<file path="src/rtl/wb_port_arbiter.sv">
// ---------------------------------------------------------------------------
// wb_port_arbiter
// Two-master to one-slave Wishbone arbiter. It merges the instruction-fetch
// port (master I, read-only) and the data port (master D) onto one L2-side
// Wishbone bus. One master is granted per transaction. When both masters
// request in the same cycle, the grant alternates so that neither is starved.
// A completed-transaction counter is kept for each master.
//
// Ports
//   clk, rst                     clock, synchronous active-high reset
//   i_cyc/i_stb/i_adr            master I request
//   i_dat_s/i_ack                read data / ack returned to master I
//   d_cyc/d_stb/d_we/d_adr/
//   d_sel/d_dat_m                master D request
//   d_dat_s/d_ack                read data / ack returned to master D
//   l2_cyc/l2_stb/l2_we/l2_adr/
//   l2_sel/l2_dat_m              forwarded request to the slave
//   l2_dat_s/l2_ack              slave response
//   i_count/d_count              completed transactions per master (wrapping)
// ---------------------------------------------------------------------------
module wb_port_arbiter #(
    parameter int ADDR_W = 12,
    parameter int DATA_W = 128,
    parameter int SEL_W  = 16
) (
    input  logic              clk,
    input  logic              rst,
    input  logic              i_cyc,
    input  logic              i_stb,
    input  logic [ADDR_W-1:0] i_adr,
    output logic [DATA_W-1:0] i_dat_s,
    output logic              i_ack,
    input  logic              d_cyc,
    input  logic              d_stb,
    input  logic              d_we,
    input  logic [ADDR_W-1:0] d_adr,
    input  logic [SEL_W-1:0]  d_sel,
    input  logic [DATA_W-1:0] d_dat_m,
    output logic [DATA_W-1:0] d_dat_s,
    output logic              d_ack,
    output logic              l2_cyc,
    output logic              l2_stb,
    output logic              l2_we,
    output logic [ADDR_W-1:0] l2_adr,
    output logic [SEL_W-1:0]  l2_sel,
    output logic [DATA_W-1:0] l2_dat_m,
    input  logic [DATA_W-1:0] l2_dat_s,
    input  logic              l2_ack,
    output logic [15:0]       i_count,
    output logic [15:0]       d_count
);

    typedef enum logic [1:0] {
        IDLE    = 2'd0,
        GRANT_I = 2'd1,
        GRANT_D = 2'd2
    } state_t;

    state_t      state_r;
    state_t      state_s;
    logic        last_d_r;   // 1: D was granted most recently, 0: I was
    logic        last_d_s;
    logic        i_done_s;   // I transaction completes at the next edge
    logic        d_done_s;   // D transaction completes at the next edge
    logic [15:0] i_count_r;
    logic [15:0] d_count_r;
    logic        req_i_s;
    logic        req_d_s;

    assign req_i_s = i_cyc & i_stb;
    assign req_d_s = d_cyc & d_stb;
    assign i_count = i_count_r;
    assign d_count = d_count_r;

    // State, fairness pointer and completion counters.
    always_ff @(posedge clk) begin
        if (rst) begin
            state_r   <= IDLE;
            last_d_r  <= 1'b1;
            i_count_r <= 16'd0;
            d_count_r <= 16'd0;
        end else begin
            state_r  <= state_s;
            last_d_r <= last_d_s;
            if (i_done_s) begin
                i_count_r <= i_count_r + 16'd1;
            end else begin
                i_count_r <= i_count_r;
            end
            if (d_done_s) begin
                d_count_r <= d_count_r + 16'd1;
            end else begin
                d_count_r <= d_count_r;
            end
        end
    end

    // Next-state selection and combinational forwarding of the granted master.
    always_comb begin
        state_s  = state_r;
        last_d_s = last_d_r;
        i_done_s = 1'b0;
        d_done_s = 1'b0;
        l2_cyc   = 1'b0;
        l2_stb   = 1'b0;
        l2_we    = 1'b0;
        l2_adr   = {ADDR_W{1'b0}};
        l2_sel   = {SEL_W{1'b0}};
        l2_dat_m = {DATA_W{1'b0}};
        i_ack    = 1'b0;
        i_dat_s  = {DATA_W{1'b0}};
        d_ack    = 1'b0;
        d_dat_s  = {DATA_W{1'b0}};
        case (state_r)
            IDLE: begin
                // On contention, the master that did not win last time is granted.
                if (req_i_s && req_d_s) begin
                    if (last_d_r) begin
                        state_s  = GRANT_I;
                        last_d_s = 1'b0;
                    end else begin
                        state_s  = GRANT_D;
                        last_d_s = 1'b1;
                    end
                end else if (req_i_s) begin
                    state_s  = GRANT_I;
                    last_d_s = 1'b0;
                end else if (req_d_s) begin
                    state_s  = GRANT_D;
                    last_d_s = 1'b1;
                end else begin
                    state_s = IDLE;
                end
            end
            GRANT_I: begin
                // Instruction fetch never writes: full-line read.
                l2_cyc  = i_cyc;
                l2_stb  = i_stb;
                l2_we   = 1'b0;
                l2_adr  = i_adr;
                l2_sel  = {SEL_W{1'b1}};
                i_ack   = l2_ack;
                i_dat_s = l2_dat_s;
                // A dropped CYC aborts the transaction and takes precedence over a stray ack.
                if (!i_cyc) begin
                    state_s = IDLE;
                end else if (l2_ack) begin
                    state_s  = IDLE;
                    i_done_s = 1'b1;
                end else begin
                    state_s = GRANT_I;
                end
            end
            GRANT_D: begin
                l2_cyc   = d_cyc;
                l2_stb   = d_stb;
                l2_we    = d_we;
                l2_adr   = d_adr;
                l2_sel   = d_sel;
                l2_dat_m = d_dat_m;
                d_ack    = l2_ack;
                d_dat_s  = l2_dat_s;
                if (!d_cyc) begin
                    state_s = IDLE;
                end else if (l2_ack) begin
                    state_s  = IDLE;
                    d_done_s = 1'b1;
                end else begin
                    state_s = GRANT_D;
                end
            end
            default: begin
                state_s = IDLE;
            end
        endcase
    end

endmodule

</file>
<file path="config.mk">
export PLATFORM = sky130hd
export DESIGN_NAME = wb_port_arbiter
export DESIGN_NICKNAME = d
export VERILOG_FILES = /design/src/rtl/wb_port_arbiter.sv
export SDC_FILE = /design/constraint.sdc
export NUM_CORES = 1
export LEC_CHECK = 0
export ABC_AREA = 1
export BUFFER_PORTS_ARGS = -buffer_cell sky130_fd_sc_hd__buf_2
export CORE_AREA = 2 2 290 292
export DETAILED_ROUTE_END_ITERATION = 6
export DIE_AREA = 0 0 292 294
export PLACE_DENSITY = 0.3
export SYNTH_ARGS = -nofsm -noshare
export SYNTH_HDL_FRONTEND = slang
export SYNTH_SLANG_ARGS = --single-unit
</file>
<file path="constraint.sdc">
create_clock -name clk -period 2.3 [get_ports clk]
set_input_delay 0.345 -clock clk [delete_from_list [all_inputs] [get_ports clk]]
set_output_delay 0.345 -clock clk [all_outputs]
set_load 0.05 [all_outputs]
</file>
==> results of run 1 <==
[layer usage]
layer | track usage, % | wire [um] | vias up
li1 | - | - | 4678
met1 | 14.0 | 22200 | 3980
met2 | 20.4 | 26500 | 502
met3 | 8.41 | 8960 | 120
met4 | 3.96 | 1350 | 50
met5 | 0 | 317 | -
[tightest hold or removal path, cell delays in order]
cell     delay [ns]
buf_2          0.09
inv_1          0.14
nand2_1        0.11
nor2_1         0.03
[power breakdown]
group          internal [mW]  switching [mW]
clock                  0.462           0.288
combinational          0.683            1.77
sequential             0.611         0.00508
total                   1.76            2.07
[kinds of logic (layout without fill, tap and decap cells)]
kind of cell / after synthesis / in the layout / share of synthesized area, %
xor gates and xnor gates: 2 / 2 / 0.328
DFF: 35 / 35 / 13.1
adders and majority gates: 6 / 6 / 1.40
and+or+nand+nor: 595 / 595 / 45.3
other: 0 / 16 / 0
AOI/OAI and AO/OA: 55 / 55 / 5.24
buffers and inverters: 482 / 1228 / 34.6
[timing repair]
action,CTS,global route
cloned,0,2
endpoints found under the setup margin,9,86
resized for setup,2,28
buffers inserted,0,3
[per-stage QoR]
step / setup TNS, ns / area (sq um) / total power, mW / hold slack [ns]
2_1_floorplan: 0 / 5350 / 2.07 / 0.415
3_3_place_gp: 0 / 11200 / 3.08 / 0.460
3_5_place_dp: 0 / 11200 / 3.07 / 0.455
4_1_cts: 0 / 11400 / 3.84 / 0.457
5_1_grt: -0.000915 / 11600 / 4.03 / 0.489
6_report: 0 / 11600 / 3.82 / 0.460
[layout make-up]
type                       count  area [sq um]
fill                        9988         71300
multi-input combinational    658          2830
timing repair buffer         793          4920
antenna                       16          40.0
clock buffer                   8           156
inverter                     427          1610
sequential                    35           701
tap                         1080          1350
[sequential cells by signal (all words and copies together), names as in the netlist]
register / cells
i_count: 16
last_d_r: 1
state_r: 2
d_count: 16
[how the worst max path moves through the flow]
stage	startpoint	end	slack, ns
5_1_grt	state_r[1]	l2_stb	-0.0009
4_1_cts	state_r[1]	l2_adr[7]	0.0008
3_3_place_gp	state_r[1]	l2_sel[14]	0.30
3_5_place_dp	state_r[1]	l2_sel[6]	0.29
2_1_floorplan	state_r[1]	l2_adr[0]	0.12
6_report	state_r[1]	l2_adr[11]	0.12
[placed cells by master, fill, tap and decap left out, types with 2 or more instances in the layout]
master       n
a21oi_2      2
ha_4         2
nor3b_2      2
dfxtp_1     35
nand3_2      2
nor2_1      49
inv_1      425
nor2_4       6
nor3b_1      2
buf_12      49
buf_4       24
diode_2     16
nor2_2       2
nand2_2      5
buf_16       2
nand3_1     10
o21ai_0      4
nand4_1      8
nand2_1    497
o21a_1       2
a21oi_1     46
buf_2      698
nor3_1       5
clkbuf_16    7
clkbuf_8     2
buf_6        5
ha_1         4
and3_1       2
clkbuf_4    12
==> impl_metrics.yaml, run 1 <==
worst_setup_path:
  r2r_cells: 9
  critPathMaxStageDelay_ns: 0.35
  crit_type: "flip-flop to output pin"
  worstPathCellList: "inv_1 -> ha_4 -> buf_12 -> buf_12 -> nand2_1 -> a21oi_2 -> buf_6"
  crit_cells: 7
  r2r_start: "state_r[1]"
  r2r_slack_ns: 0.55
  r2r-end: "i_count[11]"
  cp.arrival_ns: 1.83
  startpoint_type: "flip-flop"
  crit_path_end_kind: "output pin"
  cpMostUsedCell: "buf_12"
  path_max_fanout: 26
  slowest_stage: "dfxtp_1"
  required_ns: 1.96
  crit_family: "buffers and inverters"
  path_buf_inv: 4
place:
  dp_slack_ns: 0.291
  hpwl_um: 53800
  place_inst: 2988
  gp_congestion: 0.849
  numPortBuffers: 752
min_path:
  hold-path-cell-count: 4
  worstHoldPathType: "input port to flip-flop"
  hold_start: "rst"
  holdPathEnd: "i_count[10]"
floorplan:
  die_h_um: 294
  start_util_pct: 6.45
  dieWidth_um: 292
  die_area_sq_um: 85800
  ioPinCount: 753
  core-area_sq_um: 82900
  row_count: 106
layout:
  utilization_pct: 14.0
  fin_cells: 3017
  layout-area-overhead-vs-synth_pct: 117
  final_net_count: 2230
  layout-drive-gt1-share_pct: 43.1
global_routing:
  grt_pass1_vias: 8751
  track_usage_pct: 12.9
  grt_overflow: 0
  antenna_found_initial: 85
  grt_max_degree: 45
  grt_pass1_wl_um: 75400
clock_network:
  cts_sinks: 35
  cts-buffers-inserted: 5
  clock_path_buffers: 2
  ctsRootBufferMaster: "clkbuf_16"
  clk_pin_slew_ns: 0.06
  clk_latency_ns: 0.29
  cts_tree: "done"
  h-tree-depth: 2
  postCtsHoldBufs: 0
synthesis:
  dominantRegCellSynth: "dfxtp_1"
  netlist.area_leader.share_pct: 34.9
  yosys-top-cells-area: "nand2_1 (35%), inv_1 (30%), dfxtp_1 (13%)"
  syn_inst: 1175
  ys_warn_count: 0
  synth_cell_types: 29
  synth_area_per_cell_sq_um: 4.55
  async_flop_share_pct: 0
  ys_seq_area_share_pct: 13.1
  synth_edf_count: 0
  yosysMostFrequentCell: "nand2_1"
  synth_top_area_cell: "nand2_1"
  synthesis.area_sq_um: 5350
  ys_ff_latch: 35
  synth_common_cells: "nand2_1 (497), inv_1 (427), nor2_1 (49), a21oi_1 (48), dfxtp_1 (35)"
  syn_nets: 1485
timing:
  setup_viol: 0
  fmax_mhz: 459
  hold_viol: 0
  slew_violations: 0
  min_period_ns: 2.18
  fin_ws_ns: 0.121
  worstMarginPinSlew_ns: 0.371
  skew_ns: 0.00283
  finalCritPeriodShare_pct: 94.7
  max_slew_margin_pct: 75.3
job:
  max_cap_violations: 0
power:
  power.leakage_nw: 9.00
  max-vdd-ir-drop_mv: 0.218
  power.density_nw_per_um2: 329
detailed_routing:
  drt-vias-per-instance: 3.09
  drt-total-wl_um: 59300
  dr.pass1.iters: 5
  vias: 9330
  drc: 0
  first_iter_violations: 329
  drt-wirelength-per-cell_um: 19.7
  antenna_left: 0
outcome:
  outcome: "completed"
Note: power is estimated with default switching activity, not from simulation.
==> run 2, diff against run 1 <==
Settings changed: CORE_AREA 2 2 290 292 to 2 2 291 293, DIE_AREA 0 0 292 294 to 0 0 293 295.
Clock period 2.3 ns to 2.5 ns, I/O delays scaled along.
==> run 2 against run 1 <==
Against the previous run:
- clock skew up 0.0019 ns
- hold slack better by 0.016 ns
- first-iteration DRC count up 6.4%
- die area up 0.68%
- via count down 5.1%
- routed wire length down 22%
- highest routed layer unchanged
==> impl_metrics.yaml, run 2 (synthesis results as in run 1) <==
layout:
  layout-drive-gt1-share_pct: 42.5
  layout_common_cells: "buf_2 (737), nand2_1 (497), inv_1 (425)"
  multiInputGateArea_sq_um: 2830
  fillers: 9975
  regArea_sq_um: 701
  final_net_count: 2211
  fin_cells: 2987
  final_common_cell: "buf_2"
  layout-area-overhead-vs-synth_pct: 104
  design_area_sq_um: 10900
timing:
  hold_viol: 0
  rsz0062_at_grt: "false"
  max_slew_margin_pct: 48.8
  worstMarginPinSlew_ns: 0.768
  setup_viol: 0
  whs_ns: 0.476
  finalCritPeriodShare_pct: 93.8
  fmax_mhz: 427
  finalSetupTns_ns: 0
  skew_ns: 0.00475
  min_period_ns: 2.34
  slew_violations: 0
clock_network:
  cts_sinks: 35
  cts-buffers-inserted: 5
  ctsRootBufferMaster: "clkbuf_16"
  clock_path_buffers: 2
  h-tree-depth: 2
  clk_pin_slew_ns: 0.06
  clk_latency_ns: 0.29
  postCtsSetupBuffers: 0
  cts_tree: "done"
worst_setup_path:
  crit_path_end_kind: "output pin"
  r2r-end: "d_count[11]"
  r2r_start: "state_r[0]"
  critPathMaxStageDelay_ns: 0.35
  r2r_cells: 10
  crit_family: "buffers and inverters"
  worstPathCellList: "inv_1 -> ha_4 -> buf_12 -> buf_6 -> nand2_1 -> a21oi_1 -> buf_2"
  startpoint_type: "flip-flop"
  crit_type: "flip-flop to output pin"
  path_max_fanout: 37
  cp.arrival_ns: 1.97
  r2r_slack_ns: 0.60
  path_buf_inv: 4
  slowest_stage: "dfxtp_1"
  required_ns: 2.12
power:
  power_mw: 3.41
  pwr-share-comb_pct: 61.2
  internal-power_mw: 1.58
  power.density_nw_per_um2: 313
  p_seq_share_pct: 16.6
  power_switching_mw: 1.83
  clock_power_share_pct: 22.2
  swShare_pct: 53.8
  max-vdd-ir-drop_mv: 0.218
  power.leakage_nw: 8.80
detailed_routing:
  drt-total-wl_um: 46000
  dr.pass1.iters: 4
  vias: 8851
  antenna_left: 0
  drt-wirelength-per-cell_um: 15.4
  drt-vias-per-instance: 2.96
  first_iter_violations: 350
  drc: 0
floorplan:
  core-area_sq_um: 83200
  row_count: 106
  die_h_um: 295
  start_util_pct: 6.43
  die_area_sq_um: 86400
  ioPinCount: 753
  dieWidth_um: 293
global_routing:
  track_usage_pct: 9.81
  grt_busiest_layer: "met2"
  use_met1_pct: 12.3
  antenna_found_initial: 38
  grt_pass1_wl_um: 61200
  grt_max_degree: 97
  met2_usage_pct: 16.8
  grt_pass1_vias: 8226
  grt_overflow: 0
  use_met3_pct: 2.50
job:
  max_cap_violations: 0
min_path:
  hold_start: "last_d_r"
  holdPathEnd: "last_d_r"
  worstHoldPathType: "flip-flop to flip-flop"
  hold-path-cell-count: 2
place:
  gp_congestion: 0.843
  placed_area_sq_um: 10700
  hpwl_um: 41000
  place_inst: 2974
  numPortBuffers: 752
outcome:
  outcome: "completed"
-- run 2: worst max path at each step --
stage,depth (start not counted),to,start
floorplan,6,l2_adr[0],state_r[1]
global placement,6,l2_adr[3],state_r[0]
detailed placement,6,l2_adr[3],state_r[0]
CTS,5,l2_sel[8],state_r[1]
global route,6,l2_adr[3],state_r[1]
finish,7,l2_sel[12],state_r[0]
-- run 2: timing repair --
item	4_1_cts	5_1_grt
pin swaps	0	0
setup endpoints to repair	1	13
hold buffers	0	0
resized for setup	1	2
-- run 2: routing by layer --
metal	vias up	part of all wire, %
met4	10	1.3
met5	-	0.15
li1	4614	-
met2	440	48
met1	3735	42
met3	52	7.8
-- run 2: power by group through the flow --
stage | Sequential, mW | Combinational, mW | Clock, mW
5_1_grt | 0.567 | 2.22 | 0.805
4_1_cts | 0.567 | 2.11 | 0.795
2_1_floorplan | 0.581 | 1.32 | 0
3_5_place_dp | 0.579 | 2.11 | 0
3_3_place_gp | 0.579 | 2.12 | 0
6_report | 0.567 | 2.09 | 0.756
-- run 2: cell type report --
| cell class | count | area share [%] |
|---|---|---|
| inverters | 427 | 14.8 |
| well taps | 1080 | 12.4 |
| clock buffers | 6 | 1.28 |
| repair buffers | 774 | 38.8 |
| clock inverters | 2 | 0.322 |
| multi-input cells | 658 | 25.9 |
| diodes | 5 | 0.115 |
| flip-flops and latches | 35 | 6.43 |
-- run 2: worst reg2reg max path, stage by stage (launching register included) --
cell	delay, ns
dfxtp_1	0.35
inv_1	0.13
ha_4	0.19
buf_4	0.30
nand2_2	0.11
nor2_2	0.18
nand2_2	0.10
nor2_4	0.15
nand3_1	0.11
nor2_1	0.11
nor2_1	0.05
-- run 2: through the flow --
| stage | util [%] | setup WS, ns |
|---|---|---|
| 6_report | 13.1 | 0.156 |
| 5_1_grt | 13.1 | 0.0181 |
| 4_1_cts | 13.1 | 0.0217 |
| 3_5_place_dp | 12.9 | 0.249 |
| 3_3_place_gp | 12.9 | 0.226 |
| 2_1_floorplan | - | 0.291 |
==> run 3, diff against run 2 <==
==> constraint.sdc (replaced) <==
create_clock -name clk -period 2.5 [get_ports clk]
set_input_delay 0.5 -clock clk [delete_from_list [all_inputs] [get_ports clk]]
set_output_delay 0.5 -clock clk [all_outputs]
set_load 0.05 [all_outputs]
==> run 3 against run 2 <==
Against the previous run:
- cell area increased by 1.5%
- highest routed layer unchanged
- maximum frequency decreased by 2.1%
- clock-buffer cell count decreased by 1
- clock power decreased by 17%
- via count decreased by 0.27%
- critical path depth unchanged
- critical endpoint is now l2_adr[7]
- sequential cell count unchanged
==> impl_metrics.yaml, run 3 (synthesis results as in run 1) <==
outcome:
  outcome: "completed"
clock_network:
  h-tree-depth: 2
  postCtsHoldBufs: 0
  ctsRootBufferMaster: "clkbuf_16"
  cts_sinks: 35
  clk_pin_slew_ns: 0.06
  clock_path_buffers: 2
  cts_tree: "done"
  cts-buffers-inserted: 5
  clk_latency_ns: 0.29
detailed_routing:
  antenna_left: 0
  vias: 8827
  drt-wirelength-per-cell_um: 15.6
  drt-vias-per-instance: 2.95
  first_iter_violations: 321
  drc: 0
  drt-total-wl_um: 46900
  dr.pass1.iters: 4
timing:
  fin_ws_ns: 0.106
  fmax_mhz: 418
  setup_viol: 0
  hold_viol: 0
  slew_violations: 0
  skew_ns: 0.00389
  worstMarginPinSlew_ns: 0.824
  min_period_ns: 2.39
  finalSetupTns_ns: 0
  finalCritPeriodShare_pct: 95.8
  max_slew_margin_pct: 45.0
layout:
  layout-drive-gt1-share_pct: 42.8
  fillers: 10000
  layout-area-overhead-vs-synth_pct: 107
  final_common_cell: "buf_2"
  utilization_pct: 13.3
  final_net_count: 2221
  fin_cells: 2995
  layout_common_cells: "buf_2 (713), nand2_1 (497), inv_1 (425)"
worst_setup_path:
  slowest_stage: "dfxtp_1"
  path_max_fanout: 39
  worstPathCellList: "inv_2 -> ha_4 -> buf_12 -> buf_12 -> nand2_1 -> a21oi_1 -> clkbuf_4"
  path_buf_inv: 4
  crit_family: "buffers and inverters"
  cpMostUsedCell: "buf_12"
  crit_type: "flip-flop to output pin"
  critPathMaxStageDelay_ns: 0.35
  required_ns: 2.00
  cp.arrival_ns: 1.89
  startpoint_type: "flip-flop"
  crit_path_end_kind: "output pin"
place:
  hpwl_um: 41300
  dp_slack_ns: 0.335
  numPortBuffers: 752
  gp_congestion: 0.832
  place_inst: 2981
power:
  power.leakage_nw: 8.85
  power.density_nw_per_um2: 301
  power_mw: 3.33
  max-vdd-ir-drop_mv: 0.201
floorplan:
  dieWidth_um: 293
  core-area_sq_um: 83200
  start_util_pct: 6.43
  row_count: 106
  die_area_sq_um: 86400
  die_h_um: 295
  ioPinCount: 753
global_routing:
  grt_pass1_wl_um: 61500
  grt_max_degree: 56
  grt_pass1_vias: 8138
  antenna_found_initial: 42
  grt_overflow: 0
  track_usage_pct: 9.89
job:
  max_cap_violations: 0
min_path:
  worstHoldPathType: "flip-flop to flip-flop"
[run 3: cell count changes in the layout (fill, tap and decap cells not counted), moves of 2 or more]
cell	previous run	this run
clkinv_2	1	3
buf_2	737	713
buf_4	16	26
diode_2	5	3
clkbuf_4	0	20
buf_16	0	2
[run 3: layout make-up]
cell class	instances	area [sq um]	share of cell area, %
Antenna cell	3	7.51	0.0679
Clock buffer	5	125	1.13
Clock inverter	3	15.0	0.136
Inverter	427	1600	14.5
Multi-Input combinational cell	658	2830	25.6
Sequential cell	35	701	6.34
Tap cell	1080	1350	12.2
Timing Repair Buffer	784	4430	40.0
[run 3: metal layers]
layer  global-route usage [%]  up-vias  routed length (um)
li1                         -     4628                   -
met5                        0        -                 100
met4                     1.38       16                 668
met3                     2.94       70                4200
met1                     12.2     3692               19400
met2                     17.2      421               22500
[run 3: worst paths after layout]
path | endpoint | depth (start not counted) | slack [ns] | startpoint
worst max register to register | d_count[11] | 10 | 0.63 | state_r[0]
worst min register to register | last_d_r | 2 | 0.47 | last_d_r
worst max-delay path | l2_adr[7] | 7 | 0.11 | state_r[0]
worst min-delay path | last_d_r | 2 | 0.47 | last_d_r
[run 3: tightest hold or removal path, stage by stage, from the launching register on]
cell and delay [ns]:
dfxtp_1 0.32, a21oi_1 0.07, nand2_1 0.05
[run 3: metrics by stage]
step,cell area [sq um],hold slack [ns]
floorplan,5350,0.433
global placement,10800,0.459
detailed placement,10800,0.455
CTS,10900,0.471
global route,11100,0.498
finish,11100,0.466
[run 3: timing repair]
action / CTS / global route
cloned: 0 / 1
pin swaps: 0 / 0
buffers inserted: 0 / 2
endpoints found under the setup margin: 1 / 53
gates resized for setup: 1 / 31
[run 3: where the power goes]
group          switching (mW)  internal, mW
Combinational            1.58         0.552
Clock                   0.261         0.364
Sequential            0.00445         0.562
Total                    1.85          1.48
